### src/rtl/alu_arbiter.sv
`default_nettype none
// ============================================================================
// Module      : alu_arbiter
// Description : Two-port round-robin front end that shares one external ALU.
//               Each operation takes three cycles (IDLE, ISSUE, RESP).
// Revision    : 1.0 - initial release
// ============================================================================
module alu_arbiter #(
    parameter int DATA_WIDTH = 32
) (
    input  logic                  clock,
    input  logic                  reset,
    input  logic                  req0_valid,
    output logic                  req0_ready,
    input  logic                  req0_branch_op,
    input  logic [5:0]            req0_ctrl,
    input  logic [DATA_WIDTH-1:0] req0_opA,
    input  logic [DATA_WIDTH-1:0] req0_opB,
    input  logic                  req1_valid,
    output logic                  req1_ready,
    input  logic                  req1_branch_op,
    input  logic [5:0]            req1_ctrl,
    input  logic [DATA_WIDTH-1:0] req1_opA,
    input  logic [DATA_WIDTH-1:0] req1_opB,
    output logic                  rsp0_valid,
    input  logic                  rsp0_ready,
    output logic [DATA_WIDTH-1:0] rsp0_result,
    output logic                  rsp0_branch,
    output logic                  rsp1_valid,
    input  logic                  rsp1_ready,
    output logic [DATA_WIDTH-1:0] rsp1_result,
    output logic                  rsp1_branch,
    output logic                  alu_branch_op,
    output logic [5:0]            alu_ctrl,
    output logic [DATA_WIDTH-1:0] alu_operand_A,
    output logic [DATA_WIDTH-1:0] alu_operand_B,
    input  logic [DATA_WIDTH-1:0] alu_result,
    input  logic                  alu_branch,
    output logic                  busy,
    output logic [15:0]           done_count
);

    typedef enum logic [1:0] {
        IDLE  = 2'd0,
        ISSUE = 2'd1,
        RESP  = 2'd2
    } state_t;

    state_t                r_state;
    logic                  r_grant;
    logic                  r_prio;
    logic                  r_branch_op;
    logic [5:0]            r_ctrl;
    logic [DATA_WIDTH-1:0] r_op_a;
    logic [DATA_WIDTH-1:0] r_op_b;
    logic [DATA_WIDTH-1:0] r_rsp0_result;
    logic [DATA_WIDTH-1:0] r_rsp1_result;
    logic                  r_rsp0_branch;
    logic                  r_rsp1_branch;
    logic [15:0]           r_done_count;

    logic                  w_grant;
    logic                  w_accept;
    logic                  w_issue;
    logic                  w_rsp_ready;

    // Contention is settled by the pointer; a lone requester always wins.
    always_comb begin
        w_grant = 1'b0;
        if (req0_valid && req1_valid) begin
            w_grant = r_prio;
        end else if (req1_valid) begin
            w_grant = 1'b1;
        end
    end

    assign w_accept    = !reset && (r_state == IDLE) && (req0_valid || req1_valid);
    assign w_issue     = (r_state == ISSUE);
    assign w_rsp_ready = r_grant ? rsp1_ready : rsp0_ready;

    assign req0_ready    = w_accept && !w_grant;
    assign req1_ready    = w_accept && w_grant;

    assign alu_branch_op = w_issue ? r_branch_op : 1'b0;
    assign alu_ctrl      = w_issue ? r_ctrl : 6'd0;
    assign alu_operand_A = w_issue ? r_op_a : '0;
    assign alu_operand_B = w_issue ? r_op_b : '0;

    assign rsp0_valid    = (r_state == RESP) && !r_grant;
    assign rsp1_valid    = (r_state == RESP) && r_grant;
    assign rsp0_result   = r_rsp0_result;
    assign rsp1_result   = r_rsp1_result;
    assign rsp0_branch   = r_rsp0_branch;
    assign rsp1_branch   = r_rsp1_branch;
    assign busy          = (r_state != IDLE);
    assign done_count    = r_done_count;

    always_ff @(posedge clock) begin
        if (reset) begin
            r_state       <= IDLE;
            r_grant       <= 1'b0;
            r_prio        <= 1'b0;
            r_branch_op   <= 1'b0;
            r_ctrl        <= 6'd0;
            r_op_a        <= '0;
            r_op_b        <= '0;
            r_rsp0_result <= '0;
            r_rsp1_result <= '0;
            r_rsp0_branch <= 1'b0;
            r_rsp1_branch <= 1'b0;
            r_done_count  <= 16'd0;
        end else begin
            case (r_state)
                IDLE: begin
                    if (w_accept) begin
                        r_grant     <= w_grant;
                        r_branch_op <= w_grant ? req1_branch_op : req0_branch_op;
                        r_ctrl      <= w_grant ? req1_ctrl      : req0_ctrl;
                        r_op_a      <= w_grant ? req1_opA       : req0_opA;
                        r_op_b      <= w_grant ? req1_opB       : req0_opB;
                        r_state     <= ISSUE;
                    end
                end
                ISSUE: begin
                    if (r_grant) begin
                        r_rsp1_result <= alu_result;
                        r_rsp1_branch <= alu_branch & r_branch_op;
                    end else begin
                        r_rsp0_result <= alu_result;
                        r_rsp0_branch <= alu_branch & r_branch_op;
                    end
                    r_state <= RESP;
                end
                RESP: begin
                    if (w_rsp_ready) begin
                        r_prio       <= ~r_grant;
                        r_done_count <= r_done_count + 16'd1;
                        r_state      <= IDLE;
                    end
                end
                default: r_state <= IDLE;
            endcase
        end
    end

endmodule
`default_nettype wire

### config.mk
export PLATFORM = sky130hd
export DESIGN_NAME = alu_arbiter
export DESIGN_NICKNAME = d
export VERILOG_FILES = /design/src/rtl/alu_arbiter.sv
export SDC_FILE = /design/constraint.sdc
export NUM_CORES = 1
export LEC_CHECK = 0
export ABC_CLOCK_PERIOD_IN_PS = 1700
export BUFFER_PORTS_ARGS = -buffer_cell sky130_fd_sc_hd__buf_2
export CORE_MARGIN = 1
export CORE_UTILIZATION = 41
export DETAILED_ROUTE_END_ITERATION = 10
export GPL_ROUTABILITY_DRIVEN = 1
export HOLD_SLACK_MARGIN = 0.03
export PLACE_DENSITY = 0.85
export SLEW_MARGIN = 20
export SYNTH_ARGS = -nofsm -noshare
export SYNTH_HDL_FRONTEND = slang
export SYNTH_SLANG_ARGS = --single-unit
export TNS_END_PERCENT = 100
### constraint.sdc
create_clock -name clock -period 1.7 [get_ports clock]
set_input_delay 0.085 -clock clock [delete_from_list [all_inputs] [get_ports clock]]
set_output_delay 0.085 -clock clock [all_outputs]
set_load 0.02 [all_outputs]
==> flow_metrics.tcl <==
set metrics [dict create \
    yosys_warnings 0 \
    setup_tns_ns -3.714 \
    slew_viol_final 0 \
    first_global_vias 7874 \
    synth_area_leaders "dfxtp_1 47%, mux2i_1 11%, a211oi_1 8.0%" \
    initial_core_util_pct 42.19 \
    num_vias 8454 \
    grt_pass1_wl_um 40410 \
    drt-total-wl_um 32020 \
    die_h_um 130.3 \
    violations "setup timing" \
    yosys.area_share.adder_pct 0.1854 \
    start_kind "flip-flop" \
    yosys.area_share.xor_xnor_pct 1.168 \
    drive_above_1_share_pct 45.24 \
    detail-route-antenna-nets 0 \
    hold_depth 3 \
    fin_area_mm2 0.01215 \
    ys_ff_latch 157 \
    hold_viol_final 0 \
    crit_type "reg -> reg" \
    timing.max_cap.violations 0 \
    p_leak_nw 5.578 \
    nFillCells 945 \
    die_area_mm2 0.01698 \
    grt_max_degree 117 \
    grtUsageTotal_pct 31.22 \
    crit_fanout 11 \
    wl_per_cell_um 21.18 \
    finalCriticalPeriod_ns 1.984 \
    syn-cell-area_mm2 0.006750 \
    ir_drop_mv 0.6762 \
    syn_to_final_growth_pct 80.06 \
    relSlewSlack_pct 55.87 \
    clock_latency_ns 0.42 \
    hp-start "req0_opB[0]" \
    r2r_start "r_state[0]" \
    min_to "r_op_b[0]" \
    gp_congestion 0.8162 \
    worst-slew-pin-transition_ns 0.6619 \
    synth_top_family_by_area "simple AND/OR/NAND/NOR gates" \
    synthMuxAreaShare_pct 11.07 \
    grt.overflow.total 0 \
    cts_tree "done" \
    setup-violations-final 81 \
    firstDrtPassIters 5 \
    fin_worst_skew_ns 0.01056 \
    reg2reg_slack_ns -0.28 \
    rows 46 \
    min_path_type "in -> reg" \
    io_buffers 338 \
    drc_errors 0 \
    synth_common_cells "157 x dfxtp_1, 136 x nand2_1, 87 x nor2_1" \
    synth_ff_type "dfxtp_1" \
    clockBufferDepth 2 \
    placed_area_mm2 0.008974 \
    min_period_over_period_pct 116.7 \
    htree_levels 4 \
    synthSimpleGateAreaFrac_pct 22.65 \
    power.total_mw 10.26 \
    rsz0062_at_grt "yes" \
    synth_top_area_share_pct 46.56 \
    reg2regPathDepth 6 \
    fin_util_pct 75.96 \
    dp_hpwl_um 15080 \
    vias_per_cell 5.591 \
    die_x_um 130.3 \
    ys_seq_area_share_pct 46.56 \
    synth_compound_gate_area_share_pct 14.12 \
    top_level_ports 339 \
    fmax_mhz 504.0 \
    clkTransAtPathRegs_ns 0.07 \
    core-area_mm2 0.01600 \
    syn-num-nets 979 \
    synth_edf_count 0 \
    yosys.area.top_type "dfxtp_1" \
    p_per_area_mw_per_mm2 844.4 \
    required_ns 1.96 \
    cts_made_buffers 17 \
    clkSinkCount 157 \
    status "finished with violations" \
    cp-end-kind "flip-flop" \
    synth.most_common_cell "dfxtp_1" \
    synth-async-reset-ratio_pct 0 \
    fin_ws_ns -0.2842 \
    reg2reg_to "r_op_a[19]" \
    antenna_found_initial 2 \
    clock-root-buffer "clkbuf_16" \
    synth.distinct_cells 35 \
    nNetsFinal 1462 \
    drtIter0Drc 541 \
    syn_inst 797 \
    worst_ep_arrival_time_ns 2.24 \
    postSynthAreaPerCell_um2 8.470 \
]
[final cells by class]
class	instances	area (um^2)	share of cell area (%)
tap	216	270.3	2.224
multi-input combinational	569	3794	31.21
clock buffer	17	425.4	3.500
sequential	157	3169	26.08
antenna	3	7.507	0.06177
clock inverter	15	125.1	1.029
inverter	6	22.52	0.1853
timing repair buffer	529	4340	35.71
[metrics by stage]
step	hold slack, ns	instances	setup slack [ns]
after floorplan	0.1806	797	-0.02697
after global placement	0.3256	1326	0.02820
after detailed placement	0.3388	1326	-0.01241
after CTS	0.03060	1491	-0.07008
after global routing	0.03609	1511	-0.2875
final	0.04237	1512	-0.2842
[what timing repair did]
action | CTS | global route
gates resized for setup | 88 | 192
gates cloned | 5 | 12
setup endpoints to repair | 74 | 110
buffers inserted | 8 | 7
hold buffers | 120 | 0
pin swaps | 5 | 32
endpoints found under the hold margin | 115 | 0
[how the worst max path moves through the flow]
stage	depth (start not counted)	start	endpoint	slack [ns]
after global routing	6	r_state[0]	r_op_a[19]	-0.29
after CTS	6	r_state[0]	alu_operand_A[0]	-0.07
after floorplan	5	done_count[0]	done_count[12]	-0.03
after detailed placement	4	done_count[6]	done_count[15]	-0.01
after global placement	4	done_count[6]	done_count[15]	0.03
final	6	r_state[0]	r_op_a[19]	-0.28
[kinds of logic (layout without fill, tap and decap cells)]
logic type | after synthesis | after routing
AND/OR/NAND/NOR | 331 | 331
AO/OA/AOI/OAI | 154 | 154
buffers and inverters | 71 | 567
other | 0 | 3
multiplexers | 74 | 74
flip-flops | 157 | 157
XOR/XNOR | 9 | 9
adder cells (fa/ha/maj) | 1 | 1
[per-layer routing]
metal  share of wire [%]  GRT usage (%)  vias to the layer above  wire length [um]
met2                  49          53.88                      663             15740
met5                   0              0                        -                 0
li1                    -              -                     3675                 -
met1                  34          33.39                     3927             10880
met4                 6.5          19.08                        0              2086
met3                  10          9.635                      189              3323
[state kept, by name, indices dropped and copies added (netlist names)]
register,count
r_grant,1
done_count,16
rsp0_branch,1
rsp1_result,32
r_prio,1
r_state,2
r_op_a,32
rsp0_result,32
r_ctrl,6
r_op_b,32
rsp1_branch,1
r_branch_op,1
[report_power, final]
part / leakage, nW / internal (mW) / switching (mW)
Clock: 0.271 / 1.92 / 1.72
Sequential: 1.29 / 3.91 / 0.173
Combinational: 4.02 / 1.24 / 1.30
Total: 5.58 / 7.07 / 3.19
[worst max-delay path, stage by stage (launching register included)]
cell and delay (ns):
dfxtp_2 0.33, buf_6 0.12, nor4_4 0.34, buf_4 0.20
bufbuf_16 0.28, nor2_1 0.06, a211oi_1 0.50
[layout by cell type, fill, tap and decap left out, types with 26 or more instances in the layout]
master and count:
dfxtp_1 144, buf_4 43, clkbuf_16 26, a211oi_2 27
a211oi_1 45, and2_4 60, nor2_1 87, buf_6 71
mux2i_1 71, nand2_1 133, buf_2 264, a21oi_1 51
dlygate4sd3_1 120
No activity file was read; power rests on OpenSTA's default activity.
